--- src/rtl/jtpang_pkg.sv ---
// jtpang_pkg: shared constants for the Pang object-table DMA.
//   OBJ_BASE   - VRAM byte address of object entry 0 (upper half of char VRAM)
//   OBJ_BYTES  - bytes per object entry
//   OBJ_COUNT  - number of object entries in the table
//   ST_*       - DMA controller state encoding
//   objdma_ctl_t - controller state record (FSM state + pending request),
//                  kept as one struct so checkers can bind to a single signal
package jtpang_pkg;

    localparam logic [12:0] OBJ_BASE  = 13'h1000;
    localparam int          OBJ_BYTES = 4;
    localparam int          OBJ_COUNT = 64;

    localparam logic [1:0] ST_IDLE  = 2'd0;
    localparam logic [1:0] ST_ARMED = 2'd1;
    localparam logic [1:0] ST_RUN   = 2'd2;
    localparam logic [1:0] ST_FLUSH = 2'd3;

    typedef struct packed {
        logic [1:0] state;
        logic       pend;   // one CPU request waiting for the next blank
    } objdma_ctl_t;

endpackage

--- src/rtl/jtpang_objdma.sv ---
// jtpang_objdma: once-per-frame copy of the object table from char VRAM into
// the object engine's private buffer, using char scan bandwidth that is idle
// during vertical blank.
//
// Ports:
//   rst        in   async active-high reset
//   clk        in   video clock, also the VRAM scan port clock
//   lvbl       in   low during vertical blank
//   dma_en     in   auto-copy every frame
//   dma_req    in   single-cycle request for one copy
//   char_addr  in   char scanner's scan address (passed through when idle)
//   vram_addr  out  VRAM scan port address
//   vram_q     in   VRAM scan data, valid one clk after the address
//   obj_we     out  object buffer write strobe
//   obj_addr   out  object buffer byte address
//   obj_din    out  object buffer write data
//   busy       out  DMA owns the VRAM scan port (RUN/FLUSH)
//   done       out  one-clk pulse when a full copy completes
//   abort      out  sticky: last copy was cut short by the end of blank
//
// Write interface contract: obj_we acts as a valid strobe with no ready; the
// object buffer accepts obj_addr/obj_din in every cycle obj_we is high, and
// obj_addr/obj_din carry no meaning while obj_we is low.
module jtpang_objdma
    import jtpang_pkg::*;
#(
    parameter int          AW   = $clog2(OBJ_BYTES * OBJ_COUNT),
    parameter logic [12:0] BASE = OBJ_BASE
)(
    input  logic          rst,
    input  logic          clk,
    input  logic          lvbl,
    input  logic          dma_en,
    input  logic          dma_req,
    input  logic [12:0]   char_addr,
    output logic [12:0]   vram_addr,
    input  logic [7:0]    vram_q,
    output logic          obj_we,
    output logic [AW-1:0] obj_addr,
    output logic [7:0]    obj_din,
    output logic          busy,
    output logic          done,
    output logic          abort
);

    logic          lvbl_d1, lvbl_d2;
    logic          blank_fall, blank_rise;
    logic          start;
    objdma_ctl_t   ctl;
    logic [AW-1:0] cnt;
    logic [AW-1:0] cnt_d;
    logic          iss_v;

    // Edges are taken on the registered lvbl so the trigger never depends on
    // the raw timing of the video counter output.
    assign blank_fall = lvbl_d2 & ~lvbl_d1;
    assign blank_rise = ~lvbl_d2 & lvbl_d1;

    // A request arriving in the same clk as the edge is honoured in this blank.
    assign start = blank_fall && ((ctl.state == ST_ARMED) || dma_en || dma_req);

    assign busy      = (ctl.state == ST_RUN) || (ctl.state == ST_FLUSH);
    assign vram_addr = busy ? BASE + 13'(cnt) : char_addr;

    // vram_q is registered by the RAM, so it lines up with the delayed valid.
    assign obj_we   = iss_v;
    assign obj_addr = cnt_d;
    assign obj_din  = iss_v ? vram_q : 8'd0;

    always_ff @(posedge clk or posedge rst) begin
        if (rst) begin
            lvbl_d1   <= 1'b0;
            lvbl_d2   <= 1'b0;
            ctl.state <= ST_IDLE;
            ctl.pend  <= 1'b0;
            cnt       <= '0;
            cnt_d     <= '0;
            iss_v     <= 1'b0;
            done      <= 1'b0;
            abort     <= 1'b0;
        end else begin
            lvbl_d1 <= lvbl;
            lvbl_d2 <= lvbl_d1;
            done    <= 1'b0;
            iss_v   <= 1'b0;

            case (ctl.state)
                ST_IDLE, ST_ARMED: begin
                    if (start) begin
                        ctl.state <= ST_RUN;
                        cnt       <= '0;
                        abort     <= 1'b0;
                        // Already armed: a fresh request is for the next blank.
                        if (ctl.state == ST_ARMED && dma_req)
                            ctl.pend <= 1'b1;
                    end else if (dma_req) begin
                        if (ctl.state == ST_IDLE)
                            ctl.state <= ST_ARMED;
                        else
                            ctl.pend <= 1'b1;
                    end
                end

                ST_RUN: begin
                    if (dma_req)
                        ctl.pend <= 1'b1;
                    if (blank_rise) begin
                        // Stop issuing; the write for the previous address is
                        // already in the pipeline and completes this cycle.
                        ctl.state <= ST_IDLE;
                        ctl.pend  <= 1'b0;
                        abort     <= 1'b1;
                    end else begin
                        iss_v <= 1'b1;
                        cnt_d <= cnt;
                        // Leave the counter at its terminal value so it never
                        // wraps; FLUSH only drains the last data beat.
                        if (&cnt)
                            ctl.state <= ST_FLUSH;
                        else
                            cnt <= cnt + 1'b1;
                    end
                end

                ST_FLUSH: begin
                    done      <= 1'b1;
                    ctl.pend  <= 1'b0;
                    ctl.state <= (ctl.pend || dma_req) ? ST_ARMED : ST_IDLE;
                end

                default: begin
                    ctl.state <= ST_IDLE;
                    ctl.pend  <= 1'b0;
                end
            endcase
        end
    end

endmodule

--- config.mk ---
export PLATFORM = sky130hd
export DESIGN_NAME = jtpang_objdma
export DESIGN_NICKNAME = d
export VERILOG_FILES = /design/src/rtl/jtpang_pkg.sv /design/src/rtl/jtpang_objdma.sv
export SDC_FILE = /design/constraint.sdc
export NUM_CORES = 1
export LEC_CHECK = 0
export CORE_ASPECT_RATIO = 1.25
export CORE_MARGIN = 1
export CORE_UTILIZATION = 30
export DETAILED_ROUTE_END_ITERATION = 6
export GPL_TIMING_DRIVEN = 0
export SYNTH_ARGS = -nofsm -noshare
export SYNTH_HDL_FRONTEND = slang
export SYNTH_SLANG_ARGS = --single-unit
export TNS_END_PERCENT = 5
--- constraint.sdc ---
create_clock -name clk -period 2.1 [get_ports clk]
set_clock_uncertainty 0.1 [all_clocks]
set_input_delay 0.21 -clock clk [delete_from_list [all_inputs] [get_ports clk]]
set_output_delay 0.21 -clock clk [all_outputs]
set_load 0.02 [all_outputs]
Yosys cells after proc, flatten, opt, wreduce, memory -nomap -nowiden
Index checks and enable logic that the tools add are counted.
{"block": "totals", "mem_count": 0, "latchBits": 0, "ramBits": 0, "mem_bits_ro": 0, "regBits": 24, "output_inout_bits": 33}
{"block": "classes", "div": 0, "bitwise_logic": 5, "order_cmp": 0, "reduce_logical": 15, "addsub": 2, "n_mux": 23, "shifts": 0, "n_mul": 0, "n_eq_ne": 13}
{"operator": "8-bit 2-to-1 mux", "count": 4}
{"operator": "8-bit case mux with 2 select lines", "count": 1}
{"operator": "3-bit != test, second input constant", "count": 5}
{"operator": "13-bit by 8-bit adder with 13-bit output, first input constant", "count": 1}
{"operator": "13-bit 2-to-1 mux", "count": 1}
{"operator": "1-bit 2-to-1 mux", "count": 10}
{"operator": "3-bit case mux with 3 select lines", "count": 1}
{"operator": "8-bit by 1-bit adder with 8-bit output, second input constant", "count": 1}
{"operator": "2-bit != test, second input constant", "count": 4}
{"operator": "4-bit AND reduction", "count": 2}
{"operator": "8-bit AND reduction", "count": 1}
{"operator": "2-bit 2-to-1 mux", "count": 3}
{"operator": "3-bit 2-to-1 mux", "count": 2}
{"operator": "3-bit AND reduction", "count": 2}
{"operator": "2-bit == test, second input constant", "count": 2}
{"operator": "1-bit logical OR", "count": 4}
{"operator": "3-bit by 2-bit != test with 1-bit output, second input constant", "count": 1}
{"operator": "1-bit inverter", "count": 3}
{"operator": "1-bit AND", "count": 2}
{"operator": "2-bit by 1-bit == test with 1-bit output, second input constant", "count": 1}
{"operator": "1-bit logical AND", "count": 2}
{"operator": "2-bit zero test", "count": 1}
{"operator": "1-bit case mux with 2 select lines", "count": 1}
{"operator": "2-bit AND reduction", "count": 1}
{"operator": "2 further kinds", "count": 2}

Depth between registers and ports, before layout
{"block": "logic_depth", "depth_word": 6, "depth_mapped": 6}

Least setup slack after synthesis
No wires, ideal clock.
{"block": "synth_timing", "kind": "reg2out", "start": "register ctl[2] (netlist name)", "end": "output port vram_addr[6]", "t_arrival_ns": 1.381, "required_ns": 1.790, "slack_ns": 0.409, "stages_incl_launch_ff": 4, "n_path_buf": 2, "path_cell_list": "dfrtp_1 > buf_1 > clkbuf_1 > mux2_2"}
{"block": "synth_between", "elab_chain_cells": 3}
{"element": "start, declared", "line": "jtpang_objdma.sv:49", "rtl": "objdma_ctl_t ctl;"}
{"element": "2-bit == test", "line": "jtpang_objdma.sv:62", "rtl": "assign busy = (ctl.state == ST_RUN) || (ctl.state == ST_FLUSH);"}
{"element": "1-bit logical OR (*)", "line": "jtpang_objdma.sv:62"}
{"element": "13-bit 2-to-1 mux (*)", "line": "jtpang_objdma.sv:63", "rtl": "assign vram_addr = busy ? BASE + 13'(cnt) : char_addr;"}
{"element": "end, declared", "line": "jtpang_objdma.sv:36", "rtl": "output logic [12:0] vram_addr,"}
Mark *: on every way between the ends. The rest lies on a longest branch, timed or not.

Worst setup path after layout
{"block": "layout_timing", "start": "register ctl[2] (netlist name)", "end": "output port vram_addr[1]"}
The elaborated chain is that of the path after synthesis.

==> results.yml <==
timing:
  period_share: 0.955
  setup_viol: 0
  postLayoutSetupSlackWorst_ps: 94.9
  fin_crit_ps: 2010
  max_slew_margin: 0.391
  tightest_slew_ps: 913
  finalHoldViolations: 0
  timing.fmax_ghz: 0.499
  rsz0062_at_grt: "no"
  drv_slew: 0
worst_hold_path:
  worst_hold_path_type: "input pin to flip-flop"
  whs_endpoint: "lvbl_d1"
  hp-start: "lvbl"
  hold_path_depth: 1
place:
  dpl.hpwl_mm: 2.46
  gp_congestion: 0.831
  dp_slack_ps: -342
  io_buffers: 58
floorplanning:
  rows: 25
  initial_utilization: 0.321
  die_w_um: 59.4
  die-area_um2: 4370
  core_area_um2: 3850
  die_y_um: 73.7
  ios: 59
worst_setup_path:
  endpoint_kind: "primary output"
  rr_startpoint: "cnt[0]"
  r2r_setup_slack_ps: 100
  path_buf_inv: 2
  max_stage_delay_ps: 540
  arrival_ps: 1700
  required_ps: 1790
  path_depth: 3
  start_kind: "flip-flop"
  path_max_fanout: 10
  slowest_stage: "clkdlybuf4s50_1"
  path_delay_family: "buffers and inverters"
  cp-startpoint: "ctl[2]"
  r2r.worst_path.cells: 5
  path_cells: "buf_6 -> mux2_2 -> clkdlybuf4s50_1"
  path_class: "flip-flop to primary output"
  r2r-end: "cnt[6]"
detailed_routing:
  routed_via_density: 4.68
  routed_wl_mm: 3.22
  drc: 0
  routed.top_layer: "met4"
  dr.pass1.iters: 4
  ant_nets: 0
  met2_length_mm: 1.68
  wl_met3_um: 190
  drt-initial-drc-count: 27
  met1Wirelength_mm: 1.29
  drt-wirelength-per-cell_um: 13.0
  vias: 1161
synthesis:
  synth-seq-cells: 24
  ys_seq_area_frac: 0.487
  syn_area_um2: 1230
  synthDistinctLibCells: 30
  synth_top_area_cell: "dfrtp_1"
  synth_top_area_frac: 0.487
  synthTopCellsByArea: "dfrtp_1 (49%), nand2_1 (8.2%), mux2_2 (7.3%), a21oi_1 (4.1%), and2_1 (4.1%)"
  synthesis.nets: 159
  synth_warnings: 0
  avgSynthCellArea_um2: 9.35
  netlist_instances: 132
power:
  peakVddDrop_mv: 0.498
  p_leak_nw: 0.891
  p_per_area_nw_per_um2: 888
clock_network:
  hold_buffers: 0
  htreeDepth: 1
  clock-root-buffer: "clkbuf_8"
  cts_buffer_depth: 2
  clock_sinks: 24
  insertion_delay_ps: 260
  clk_pin_slew_ps: 80
  cts_buffers: 3
  tritoncts: "built"
global_routing:
  grt_pass1_wl_mm: 5.13
  gr-total-overflow: 0
  antenna_found_initial: 0
  grt_pass1_vias: 1113
  grt_use_total: 0.155
  grt_max_degree: 25
status:
  status: "complete, no violations"
flow_run:
  max-cap-violations: 0
cells_and_area:
  final_cell_mix: "clkdlybuf4s50_1 (51), nand2_1 (27), dfrtp_1 (24), a21oi_1 (10)"
  drive_gt1_frac: 0.0979
  fin_nets: 223
  layout_commonest_cell: "clkdlybuf4s50_1"
  area_growth_pct: 56.7
  fin_util: 0.502
  diodes: 0
[worst register-to-register path: stages (launching register included)]
cell and delay, ps:
dfrtp_1 440, ha_1 250, nand4_1 110, o211ai_1 430, nand2_1 270, a32o_1 290
[where the power goes]
part           total, W  internal [W]  leakage (nW)  switching [W]
combinational  0.000767      0.000383         0.554       0.000384
clock          0.000270      0.000128        0.0216       0.000141
sequential     0.000680      0.000580         0.316      0.0000997
total           0.00172       0.00109         0.891       0.000625
[per-stage QoR]
step | instances | setup TNS [ps] | power (W) | instance area, µm² | hold WS [ps]
2_1_floorplan | 132 | 0 | 0.00110 | 1230 | 125
3_3_place_gp | 244 | -919 | 0.00145 | 1880 | 310
3_5_place_dp | 244 | -1070 | 0.00147 | 1880 | 331
4_1_cts | 247 | 0 | 0.00173 | 1920 | 269
5_1_grt | 248 | 0 | 0.00182 | 1930 | 288
6_report | 248 | 0 | 0.00172 | 1930 | 274
[final cells by class]
class                      count  area [µm²]
buffer                         7        45.0
fill                         378        1910
multi-input combinational     95         577
inverter                       6        22.5
clock buffer                   3        41.3
sequential                    24         601
timing repair buffer          59         579
tap                           54        67.6
[logic make-up (layout without fill, tap and decap cells)]
group | Yosys count | in the layout | synth area share
and+or+nand+nor | 59 | 59 | 0.241
AOI/OAI and AO/OA | 26 | 26 | 0.135
DFF | 24 | 24 | 0.487
buffers and inverters | 13 | 75 | 0.0456
muxes | 9 | 9 | 0.0811
adders and majority gates | 1 | 1 | 0.0101
[synthesized netlist by cell type]
library cell / n
mux2i_1: 1
nand3_1: 3
and2_2: 1
nand2b_1: 2
inv_1: 6
o211a_1: 1
a311o_1: 1
clkbuf_1: 5
o21ai_0: 6
nor2b_1: 4
a41o_1: 1
buf_1: 1
and2_1: 8
dfrtp_1: 24
o21a_1: 4
mux2_2: 8
and3_1: 3
o211ai_1: 1
nor2_1: 4
or2_2: 1
a32o_1: 1
a22o_1: 1
or4b_4: 1
a21oi_1: 10
buf_6: 1
and2b_2: 1
nand2_1: 27
ha_1: 1
nand4_1: 3
nor3_1: 1
[repair_timing]
item	4_1_cts	5_1_grt
buffers inserted	0	1
pin swaps	0	0
gates resized for setup	11	1
setup endpoints to repair	13	8
[how the worst max path moves through the flow]
stage | to | slack [ps]
floorplan | vram_addr[6] | 410
global placement | vram_addr[6] | -320
detailed placement | vram_addr[6] | -340
CTS | vram_addr[1] | 20
global route | cnt[6] | 8
finish | vram_addr[1] | 90
[registers in the layout, summed over array words and instances (netlist names)]
| name | cells |
|---|---|
| abort | 1 |
| cnt | 8 |
| ctl | 3 |
| done | 1 |
| lvbl_d1 | 1 |
| lvbl_d2 | 1 |
| obj_addr | 8 |
| obj_we | 1 |
[per-layer routing]
| metal | vias up | global-route usage |
|---|---|---|
| met5 | - | 0 |
| met4 | 0 | 0.0820 |
| met3 | 5 | 0.0229 |
| met2 | 43 | 0.262 |
| met1 | 540 | 0.187 |
| li1 | 573 | - |
Note: power is estimated with default switching activity, not from simulation.
==> RTL change 1: new RTL, config.mk and constraints unchanged <==
`OBJ_COUNT`: 64 -> 128.
--- a/src/rtl/jtpang_pkg.sv
+++ b/src/rtl/jtpang_pkg.sv
@@ -11,3 +11,3 @@
     localparam int          OBJ_BYTES = 4;
-    localparam int          OBJ_COUNT = 64;
+    localparam int          OBJ_COUNT = 128;
 
Interface: changed (resized obj_addr); port bits go from 59 to 60. No check against the original RTL was run, so the function may have changed too.
==> RTL change 1 against the unedited design <==
Area after synthesis grew 10%. Final cell count shrank 2.4%. First-iteration DRC count grew 100%. Largest cell class is now multi-input combinational cells. Sequential cell count grew 2. Worst hold slack lost 0.0083 ns. Setup slack lost 0.0083 ns. Cell area grew 8.9%. Routed wire length shrank 1.9%. Highest routed layer unchanged. Total power grew 0.97%. Synthesized cell count shrank 9.1%.
==> RTL change 1: results <==
set metrics [dict create \
    reg2reg_depth 8 \
    grt_pass1_vias 1110 \
    grtUsageTotal_pct 14.1 \
    outcome "completed" \
    use_met3_pct 4.17 \
    nNonClkInverters 4 \
    cts_sinks 26 \
    finalPower_uw 1730 \
    wl_um 3160 \
    drt-met1-wl_um 1330 \
    ir_drop_mv 0.480 \
    gp_congestion 0.803 \
    finalCritPeriodShare_pct 95.9 \
    final-clk-cell-share_pct 2.61 \
    io_buffer_count 59 \
    min_path_type "in2reg" \
    synth_cell_type_count 37 \
    grtUsageMet2_pct 23.6 \
    cpMaxStageDelayCell "dfrtp_1" \
    dp_hpwl_um 2300 \
    place_inst 237 \
    synth_commonest_cells "26 x dfrtp_1, 19 x mux2_2, 9 x and2_1" \
    yosysMostFrequentCell "dfrtp_1" \
    drive_gt1_share_pct 23.4 \
    p_leak_uw 0.000918 \
    synth.net_count 148 \
    r2r-end "cnt[4]" \
    slowest_delay_ns 0.42 \
    met1_usage_pct 16.8 \
    stdcell_area_um2 2110 \
    multi_input_comb_area_um2 694 \
    drtIter0Drc 54 \
    avgSynthCellArea_um2 11.3 \
    worst_slew_pin_slew_ns 0.978 \
    buf_share_pct 29.2 \
    nNonClkBuffers 64 \
    synth_area_leaders "dfrtp_1 48%, mux2_2 16%, and2_1 4.1%" \
    route.met2.wl_um 1520 \
    seq_area_frac_synth_pct 47.8 \
    nWellTaps 58 \
    place_ws_ns -0.0775 \
    endpoint "vram_addr[8]" \
    fin_hold_ws_ns 0.266 \
    routed-via-count 1152 \
    grt_pass1_wl_um 5350 \
    nFillCells 409 \
    worst_r2r_startpoint "cnt[1]" \
    place_area_um2 2020 \
    seqPwrFrac_pct 39.4 \
    nNetsFinal 213 \
    multi_input_cells 86 \
    cp_max_fo 10 \
    sw_frac_of_total_pct 33.8 \
    arrival_ns 1.70 \
]
==> RTL change 1: cell count changes in the layout (fill, tap and decap cells not counted), moves of 2 or more <==
cell             before  now
ha_2                  0    2
nand2_1              27    5
o21a_1                4    1
clkdlybuf4s50_1      51   46
buf_4                 1    3
a22o_2                0    2
dfrtp_2               0    2
dlygate4sd2_1         7   12
a31oi_1               0    2
mux2_2                8   19
inv_1                 6    4
clkbuf_1              4    1
a21oi_1              10    6
==> RTL change 1: logic make-up (layout without fill, tap and decap cells) <==
group / count (synthesis) / after routing / share of synthesized area, %
and+or+nand+nor: 42 / 42 / 20.4
adders and majority gates: 2 / 2 / 1.84
buffers and inverters: 8 / 72 / 2.67
xor gates and xnor gates: 1 / 1 / 0.644
DFF: 26 / 26 / 47.8
AOI/OAI and AO/OA: 21 / 21 / 10.1
muxes: 20 / 20 / 16.5
==> RTL change 1: what timing repair did <==
item                       CTS  global route
gates resized for setup     17             5
setup endpoints to repair   16             7
setup buffers                0             1
==> RTL change 2: new RTL, same flow settings <==
Made on the original files. Register the outputs `vram_addr` and `obj_din`, without a reset; this adds one clock of latency there. The other outputs are not delayed to match. Comments in the files are not updated.
--- a/src/rtl/jtpang_objdma.sv
+++ b/src/rtl/jtpang_objdma.sv
@@ -62,3 +62,2 @@
     assign busy      = (ctl.state == ST_RUN) || (ctl.state == ST_FLUSH);
-    assign vram_addr = busy ? BASE + 13'(cnt) : char_addr;
 
@@ -67,3 +66,6 @@
     assign obj_addr = cnt_d;
-    assign obj_din  = iss_v ? vram_q : 8'd0;
+    always_ff @(posedge clk) begin
+        vram_addr <= busy ? BASE + 13'(cnt) : char_addr;
+        obj_din   <= iss_v ? vram_q : 8'd0;
+    end
 
Check against the original RTL: not equivalent (Yosys sat finds a counterexample within 4 cycles, from zero or initial values and one cycle with rst high).
==> RTL change 2 against the unedited design <==
Area after synthesis grew 39%. Total power increased by 77%. Utilization shrank 4.9 points. Setup slack better by 0.10 ns. Worst hold slack lost 0.018 ns. Cell area rose by 29%. Routed wire length up 9.8%. Sequential cell count up 21. Critical path type is now reg2reg.
==> RTL change 2: results <==
set metrics [dict create \
    outcome "completed" \
    routed-via-count 1284 \
    p_leak_uw 0.00105 \
    synth_cell_type_count 37 \
    sw_frac_of_total_pct 33.0 \
    place_area_um2 2370 \
    cpMaxStageDelayCell "dfrtp_1" \
    drive_gt1_share_pct 13.9 \
    synth.net_count 169 \
    grt_pass1_wl_um 5900 \
    cts-buffers-inserted 5 \
    wl_um 3530 \
    drtIter0Drc 67 \
    synth_area_leaders "dfrtp_1 35%, dfxtp_1 25%, mux2_2 9.2%" \
    ir_drop_mv 0.366 \
    slowest_delay_ns 0.45 \
    clock_latency_ns 0.30 \
    viasPerCell 4.72 \
    synth_commonest_cells "24 x dfrtp_1, 21 x dfxtp_1, 14 x mux2_2" \
    avgSynthCellArea_um2 12.1 \
    arrival_ns 1.99 \
    dp_hpwl_um 2570 \
    crit_type "reg2reg" \
    cts_resized 0 \
    powerSeq_uw 1220 \
    place_inst 264 \
    ys_async_sr_fraction_pct 53.3 \
]
[RTL change 2: critical path, delay by kind of cell, from the launching register on]
kind | cells | cell delay (ns)
adder cells (fa/ha/maj) | 1 | 0.23
flip-flops | 1 | 0.45
multiplexers | 1 | 0.27
AND/OR/NAND/NOR | 3 | 0.74
[RTL change 2: final cells by class]
| type | instances | area [um^2] |
|---|---|---|
| clock inverter | 2 | 38.8 |
| fill | 536 | 2990 |
| buffer | 5 | 23.8 |
| tap | 64 | 80.1 |
| sequential | 45 | 1020 |
| inverter | 8 | 30.0 |
| clock buffer | 6 | 72.6 |
| timing repair buffer | 58 | 581 |
| multi-input combinational | 84 | 639 |
[RTL change 2: logic make-up (layout without fill, tap and decap cells)]
family / Yosys count / in the layout / share of synthesized area, %
mux: 14 / 14 / 9.20
simple gates: 37 / 37 / 14.1
flops: 45 / 45 / 59.6
buf+inv: 13 / 79 / 3.14
compound gates: 32 / 32 / 13.3
fa+ha+maj: 1 / 1 / 0.730
[RTL change 2: metrics by stage]
| stage | power, uW | setup WS (ns) |
|---|---|---|
| 3_5_place_dp | 2430 | 0.107 |
| 2_1_floorplan | 1910 | 0.452 |
| 4_1_cts | 3090 | 0.186 |
| 5_1_grt | 3230 | 0.0715 |
| 3_3_place_gp | 2420 | 0.0963 |
| 6_report | 3030 | 0.196 |
[RTL change 2: final timing paths]
path                       endpoint  slack [ns]  cells past startpoint
setup / recovery             cnt[0]        0.20                      5
setup reg to reg             cnt[0]        0.20                      5
hold reg to reg             lvbl_d2        0.40                      0
hold / removal              lvbl_d1        0.26                      1
max in group asynchronous    ctl[2]        1.04                      2
min in group asynchronous    cnt[4]        0.31                      2
[RTL change 2: metal layers]
layer	part of all wire, %	track usage (%)
met1	43	15.1
met2	50	20.7
met3	4.9	3.60
met4	2.2	6.55
met5	0	0
